--- config.mk ---
export PLATFORM = sky130hd
export DESIGN_NAME = data_bus_bridge
export DESIGN_NICKNAME = d
export VERILOG_FILES = /design/src/rtl/data_bus_bridge_pkg.sv /design/src/rtl/data_bus_bridge_mem_align_check.sv /design/src/rtl/data_bus_bridge.sv
export SDC_FILE = /design/constraint.sdc
export NUM_CORES = 1
export LEC_CHECK = 0
export ABC_AREA = 0
export CELL_PAD_IN_SITES_DETAIL_PLACEMENT = 1
export CELL_PAD_IN_SITES_GLOBAL_PLACEMENT = 1
export CORE_MARGIN = 3
export CORE_UTILIZATION = 30
export CTS_CLUSTER_DIAMETER = 200
export DETAILED_ROUTE_END_ITERATION = 12
export GPL_TIMING_DRIVEN = 0
export HOLD_SLACK_MARGIN = 0.1
export PLACE_DENSITY_LB_ADDON = 0.1
export SLEW_MARGIN = 20
export SYNTH_ARGS = -nofsm -noshare
export SYNTH_HDL_FRONTEND = slang
export SYNTH_HIERARCHICAL = 1
export SYNTH_SLANG_ARGS = --single-unit
--- constraint.sdc ---
create_clock -name clk -period 4.55 [get_ports clk]
set_input_delay 0.91 -clock clk [delete_from_list [all_inputs] [get_ports clk]]
set_output_delay 0.91 -clock clk [all_outputs]
set_load 0.05 [all_outputs]
--- src/rtl/data_bus_bridge_pkg.sv ---
// Shared widths, FSM state type and byte-lane legality rule for the data bus bridge.
// The width macros are defined here only if the shared bus header has not already provided them.
`ifndef DATA_BUS_WIDTH
`define DATA_BUS_WIDTH 32
`endif
`ifndef ADDR_BUS_WIDTH
`define ADDR_BUS_WIDTH 32
`endif
`ifndef MEM_SEL_BUS_WIDTH
`define MEM_SEL_BUS_WIDTH 4
`endif

package data_bus_bridge_pkg;

  typedef enum logic [1:0] {
    ST_IDLE = 2'd0,
    ST_REQ  = 2'd1,
    ST_WAIT = 2'd2,
    ST_DONE = 2'd3
  } state_e;

  localparam logic [3:0] STRB_ALL = 4'b1111;

  // Word, low halfword, high halfword, or a single byte sitting on its own lane.
  function automatic logic sel_addr_legal(input logic [3:0] sel, input logic [1:0] addr_lo);
    logic single_byte;
    single_byte = (sel == (4'b0001 << addr_lo));
    return ((sel == 4'b1111) && (addr_lo == 2'b00)) ||
           ((sel == 4'b0011) && (addr_lo == 2'b00)) ||
           ((sel == 4'b1100) && (addr_lo == 2'b10)) ||
           single_byte;
  endfunction

endpackage

--- src/rtl/data_bus_bridge_mem_align_check.sv ---
// Combinational byte-lane / address alignment legality for one data access.
// Checking is active only when DATA_BUS_BRIDGE_ALIGN_CHECK_EN is defined; otherwise every access is legal.
module mem_align_check
  import data_bus_bridge_pkg::*;
(
  input  logic [`MEM_SEL_BUS_WIDTH-1:0] sel_i,
  input  logic [1:0]                    addr_lo_i,
  output logic                          legal_o
);

  logic rule_ok;

  assign rule_ok = sel_addr_legal(sel_i, addr_lo_i);

`ifdef DATA_BUS_BRIDGE_ALIGN_CHECK_EN
  assign legal_o = rule_ok;
`else
  // Rule is still evaluated so both builds share one netlist shape; the result is overridden.
  assign legal_o = rule_ok | 1'b1;
`endif

endmodule

--- src/rtl/data_bus_bridge.sv ---
// Bridges single MEM-stage data accesses onto a valid/ready request + response bus, stalling the pipeline meanwhile.
// Optional alignment checking (addr_error_out pulse, request suppressed) with DATA_BUS_BRIDGE_ALIGN_CHECK_EN.
//
// state | meaning
// IDLE  | no access in flight; a legal, unflushed mem_en_in issues one
// REQ   | request valid on the bus, payload held until accepted
// WAIT  | waiting for the response beat
// DONE  | one-cycle stall release toward the pipeline
module data_bus_bridge
  import data_bus_bridge_pkg::*;
#(
  parameter bit WRITE_RESP = 1'b1
) (
  input  logic                          clk,
  input  logic                          rst,
  input  logic                          mem_en_in,
  input  logic                          mem_write_flag_in,
  input  logic [`MEM_SEL_BUS_WIDTH-1:0] mem_sel_in,
  input  logic [`ADDR_BUS_WIDTH-1:0]    mem_addr_in,
  input  logic [`DATA_BUS_WIDTH-1:0]    mem_write_data_in,
  input  logic                          flush_in,
  output logic                          stall_request_out,
  output logic [`DATA_BUS_WIDTH-1:0]    ram_read_data_out,
  output logic                          addr_error_out,
  output logic                          bus_req_valid_out,
  input  logic                          bus_req_ready_in,
  output logic                          bus_req_write_out,
  output logic [`MEM_SEL_BUS_WIDTH-1:0] bus_req_strb_out,
  output logic [`ADDR_BUS_WIDTH-1:0]    bus_req_addr_out,
  output logic [`DATA_BUS_WIDTH-1:0]    bus_req_wdata_out,
  input  logic                          bus_resp_valid_in,
  input  logic [`DATA_BUS_WIDTH-1:0]    bus_resp_rdata_in,
  output logic                          bus_resp_ready_out
);

  state_e state_q, state_d;
  logic   discard_q, discard_d;

  logic                          wr_q;
  logic [`MEM_SEL_BUS_WIDTH-1:0] strb_q;
  logic [`ADDR_BUS_WIDTH-1:0]    addr_q;
  logic [`DATA_BUS_WIDTH-1:0]    wdata_q;
  logic [`DATA_BUS_WIDTH-1:0]    rdata_q;
  logic                          addr_err_q, addr_err_d;

  logic access_legal;
  logic issue;
  logic capture;
  logic kill_now;

  mem_align_check u_align (
    .sel_i     (mem_sel_in),
    .addr_lo_i (mem_addr_in[1:0]),
    .legal_o   (access_legal)
  );

  assign issue    = (state_q == ST_IDLE) & mem_en_in & ~flush_in & access_legal;
  assign kill_now = discard_q | flush_in;

`ifdef DATA_BUS_BRIDGE_ALIGN_CHECK_EN
  assign addr_err_d = (state_q == ST_IDLE) & mem_en_in & ~flush_in & ~access_legal;
`else
  assign addr_err_d = 1'b0;
`endif

  always_ff @(posedge clk) begin
    if (!rst) begin
      state_q   <= ST_IDLE;
      discard_q <= 1'b0;
    end else begin
      state_q   <= state_d;
      discard_q <= discard_d;
    end
  end

  always_comb begin
    state_d            = state_q;
    discard_d          = discard_q;
    capture            = 1'b0;
    stall_request_out  = 1'b0;
    bus_req_valid_out  = 1'b0;
    bus_resp_ready_out = 1'b0;
    case (state_q)
      ST_IDLE: begin
        discard_d         = 1'b0;
        stall_request_out = issue;
        if (issue) state_d = ST_REQ;
      end
      ST_REQ: begin
        stall_request_out = 1'b1;
        bus_req_valid_out = 1'b1;
        if (flush_in) discard_d = 1'b1;
        if (bus_req_ready_in) begin
          if (wr_q && !WRITE_RESP) state_d = kill_now ? ST_IDLE : ST_DONE;
          else                     state_d = ST_WAIT;
        end
      end
      ST_WAIT: begin
        stall_request_out  = 1'b1;
        bus_resp_ready_out = 1'b1;
        if (flush_in) discard_d = 1'b1;
        if (bus_resp_valid_in) begin
          // A flushed access still drains on the bus but never reaches the pipeline.
          state_d = kill_now ? ST_IDLE : ST_DONE;
          capture = ~wr_q & ~kill_now;
        end
      end
      ST_DONE: begin
        state_d = ST_IDLE;
      end
      default: begin
        state_d = ST_IDLE;
      end
    endcase
  end

  always_ff @(posedge clk) begin
    if (!rst) begin
      wr_q       <= 1'b0;
      strb_q     <= '0;
      addr_q     <= '0;
      wdata_q    <= '0;
      rdata_q    <= '0;
      addr_err_q <= 1'b0;
    end else begin
      if (issue) begin
        wr_q    <= mem_write_flag_in;
        strb_q  <= mem_write_flag_in ? mem_sel_in : STRB_ALL;
        addr_q  <= {mem_addr_in[`ADDR_BUS_WIDTH-1:2], 2'b00};
        wdata_q <= mem_write_data_in;
      end
      if (capture) rdata_q <= bus_resp_rdata_in;
      addr_err_q <= addr_err_d;
    end
  end

  assign bus_req_write_out = wr_q;
  assign bus_req_strb_out  = strb_q;
  assign bus_req_addr_out  = addr_q;
  assign bus_req_wdata_out = wdata_q;
  assign ram_read_data_out = rdata_q;
  assign addr_error_out    = addr_err_q;

endmodule

Yosys cells after proc, flatten, opt, wreduce, memory -nomap -nowiden
Cells that the tools add are included.

Bitwise logic cells: 7. Multiplexer cells: 13. Equality and inequality tests: 7. Reduce and logical (&&, ||, !) cells: 5.

Operators by type and width (count): 2-bit 2-to-1 mux (4); 2-bit case mux with 4 select lines (1); 2-bit inequality test (second input constant) (3); 1-bit 2-to-1 mux (5); 2-bit equality test (second input constant) (2); 4-bit 2-to-1 mux (1); 1-bit case mux with 2 select lines (2); 1-bit AND (3); 1-bit NOT (3); 3-bit AND reduction (1); 2-bit by 1-bit equality test with 1-bit output (second input constant) (1); 2-bit logical NOT (1); 2-bit by 1-bit inequality test with 1-bit output (second input constant) (1); 2-bit AND reduction (1); 2-bit nonzero test (1); 2-bit OR reduction (1); 1-bit bitwise OR (1).

Register bits after elaboration: 102. Input bits: 107.

Longest topological paths before layout
Depth in word-level cells: 5. Gate-level depth with buffers: 7.

Modules after synthesis
Netlist, hierarchy kept.

Modules (own cells, without submodules): data_bus_bridge (area an instance 4045.1 um^2, cells an instance 468, times used 1); mem_align_check (area an instance 11.3 um^2, cells an instance 2, times used 1).

Least setup slack after synthesis
No wires, ideal clock.

Path kind: in2out. Start: input port flush_in. End: output port stall_request_out. Arrival: 2149 ps. Required time: 3640 ps. Slack: 1491 ps. Cell stages on the path: 5. Path through: and4b_1 buf_2 buf_2 nor2_1 nor2_1.

Cells in the longest elaborated chain, start to end: 3.

Ends and longest elaborated chain: start: declaration (line data_bus_bridge.sv:21) `input logic flush_in,`; 1-bit NOT (line data_bus_bridge.sv:57) `assign issue = (state_q == ST_IDLE) & mem_en_in & ~flush_in & access_legal;`; 1-bit AND (line data_bus_bridge.sv:57); 1-bit case mux with 2 select lines (line data_bus_bridge.sv:83) `case (state_q)`; end: declaration (line data_bus_bridge.sv:22) `output logic stall_request_out,`.

Every way passes these cells.

Final worst setup path
Same ends and word-level chain as after synthesis.

==> reports/metrics.csv <==
metric,value,unit
Initial Utilization,0.314,
drt initial violations,103,
Reg2Reg Setup Slack,2.56,ns
"worst slack, placed",0.490,ns
clock sink total,102,
pins over their slew limit,0,
CP endpoint,stall_request_out,
CTS resizes,0,
HP Class,register to register,
I/O Pins,212,
Slew HR,0.624,
final core utilization,0.514,
Setup Skew,0.00668,ns
RePlAce Congestion,0.769,
final setup fails,0,
Critical Path Source,flush_in,
"area leader, netlist",dfxtp_1,
setup ws final,0.522,ns
distinct cell type count after synthesis,25,
layout cells sized above 1,0.0462,
row count,41,
nets@finish,800,
"FFs w/ async S/R, synth",0,
most common flop cell mapped by yosys,dfxtp_1,
Leakage,0.00232,uW
# hold bufs at CTS,0,
startpoint types,primary input,
worst-margin pin slew,0.564,ns
"Clk pin slew, worst setup/hold paths",0.07,ns
data required time of the worst path,3.64,ns
total CTS buffers,9,
HPWL Detailed,10400,um
top cell type's share of synthesized area,0.503,
synth top area cells,"dfxtp_1 50%, a21boi_0 17%, nand2_1 12%",
CTS tree,done,
"FF+latch count, synth",102,
Layout area overhead,63.7,%
largest net degree at the start of global routing,18,
Post-synth EDFFs,0,
worst vdd ir,0.154,mV
total gr overflow,0,
Tot GR Track Use,0.176,
Routed wire per std cell,15.6,um
Max-Cap Viols,0,
crit path capture type,primary output,
Syn Std Cell Area,0.00406,mm2
worst path arrival time,3.12,ns
initial antenna violation count,0,
chip width,122,um
Total Wirelength,13500,um
FF-to-FF path depth,6,
setup tns final,0,ns
PwrDens,356,mW/mm2
Fillers,1561,
multi-input logic area,0.00181,mm2
Crit Reg-Reg Endpoint,ram_read_data_out[7]$_SDFFE_PN0P_,
RR Startpoint,state_q[0]$_SDFFE_PN0P_,
Reg area,0.00204,mm2
crit share post-route,0.885,
status,finished clean,
RSZ-0062 raised after global routing,false,
fmax,248,MHz
final critical-path required period,4.03,ns
clock tree root buffer cell,clkbuf_16,
area of the core,0.0129,mm2
DR vias,4024,
Die Area,0.0150,mm2
critical path type,primary input to primary output,
clk_lat worst skew,0.35,ns
diodes inserted,0,
final hold vios,0,
Via density,4.65,
sequential area share after synthesis,0.503,
port buffer count,205,
die height,122,um
vias in the first global route,4143,
antenna-violating nets left,0,
DR DRC count,0,
Worst Path Max Fanout,10,
DR pass1 iterations,4,
H-tree depth,3,
CTS max path bufs,2,
mean cell area of the mapped netlist,8.63,um2
Post-CTS Setup Repair Bufs,0,
first-pass GRT wire length,20700,um
Synth Warn #,6,
Syn Inst Count,470,
[routing by layer]
layer / wire length [um] / track usage / up-vias
met5: 0 / 0 / -
met4: 178 / 0.0588 / 0
met3: 949 / 0.0488 / 11
met2: 6810 / 0.314 / 119
met1: 5520 / 0.202 / 1895
li1: - / - / 1999
[cells by family after synthesis]
family,after synthesis,synth area share
compound gates,136,0.233
flops,102,0.503
fa+ha+maj,5,0.0154
mux,2,0.00494
other cells,2,0.00185
buf+inv,48,0.0524
simple gates,175,0.189
[registers in the layout (all words and copies together) (netlist names)]
signal	count
bus_req_addr_out	30
bus_req_wdata_out	32
ram_read_data_out	32
state_q	2
bus_req_strb_out	4
bus_req_write_out	1
discard_q	1
[cell type report]
cell class,count,area share
Buffer,43,0.0292
Sequential cell,102,0.307
Timing Repair Buffer,205,0.309
Tap cell,172,0.0324
Clock buffer,10,0.0360
Clock inverter,6,0.0107
Inverter,5,0.00283
Multi-Input combinational cell,322,0.272
[critical path, stage by stage]
cell and delay, ns:
clkdlybuf4s50_1 0.50, and4b_1 0.28, buf_2 0.20, buf_2 0.25, nor2_1 0.06, nor2_1 0.08, clkdlybuf4s50_1 0.83
[report_power, final]
part,internal [uW],switching (uW),total [uW]
logic,239,360,599
registers,941,30.6,972
clock network,444,349,794
[per-stage QoR]
stage / instance area [um2] / std cells / total power, uW / hold slack, ns
floorplan: 4060 / 472 / 1340 / 0.477
global placement: 6330 / 849 / 1580 / 0.451
detailed placement: 6330 / 849 / 1600 / 0.455
CTS: 6640 / 865 / 2400 / 0.465
global route: 6640 / 865 / 2470 / 0.481
finish: 6640 / 865 / 2360 / 0.463
[cells in the mapped netlist, types with 3 or more instances]
cell      count
nand3_1      32
a21boi_1      3
nand2_1     129
o21ai_0      35
buf_2         8
a21boi_0     93
o211a_1       4
inv_1         5
dfxtp_1     102
buf_4         4
ha_1          5
clkbuf_1     30
nand3b_1      4
[worst min path at each step]
stage	start	to	slack (ns)	depth (start not counted)
4_1_cts	bus_req_wdata_out[29]$_SDFFE_PN0P_	bus_req_wdata_out[29]$_SDFFE_PN0P_	0.47	2
3_3_place_gp	bus_req_addr_out[26]$_SDFFE_PN0P_	bus_req_addr_out[26]$_SDFFE_PN0P_	0.45	2
3_5_place_dp	bus_req_wdata_out[29]$_SDFFE_PN0P_	bus_req_wdata_out[29]$_SDFFE_PN0P_	0.46	2
6_report	bus_req_addr_out[17]$_SDFFE_PN0P_	bus_req_addr_out[17]$_SDFFE_PN0P_	0.46	2
2_1_floorplan	state_q[0]$_SDFFE_PN0P_	state_q[0]$_SDFFE_PN0P_	0.48	2
5_1_grt	bus_req_wdata_out[29]$_SDFFE_PN0P_	bus_req_wdata_out[29]$_SDFFE_PN0P_	0.48	2
[placed cells by master (no fill, tap or decap), types with 3 or more instances in the layout]
master,count
clkdlybuf4s50_1,205
nand2_1,129
dfxtp_1,102
a21boi_0,93
o21ai_0,35
nand3_1,32
clkbuf_1,30
clkbuf_16,9
buf_2,8
inv_1,5
ha_1,5
nand3b_1,4
o211a_1,4
buf_4,4
conb_1,4
a21boi_1,3
clkinv_4,3
Note: power is estimated with default switching activity, not from simulation.
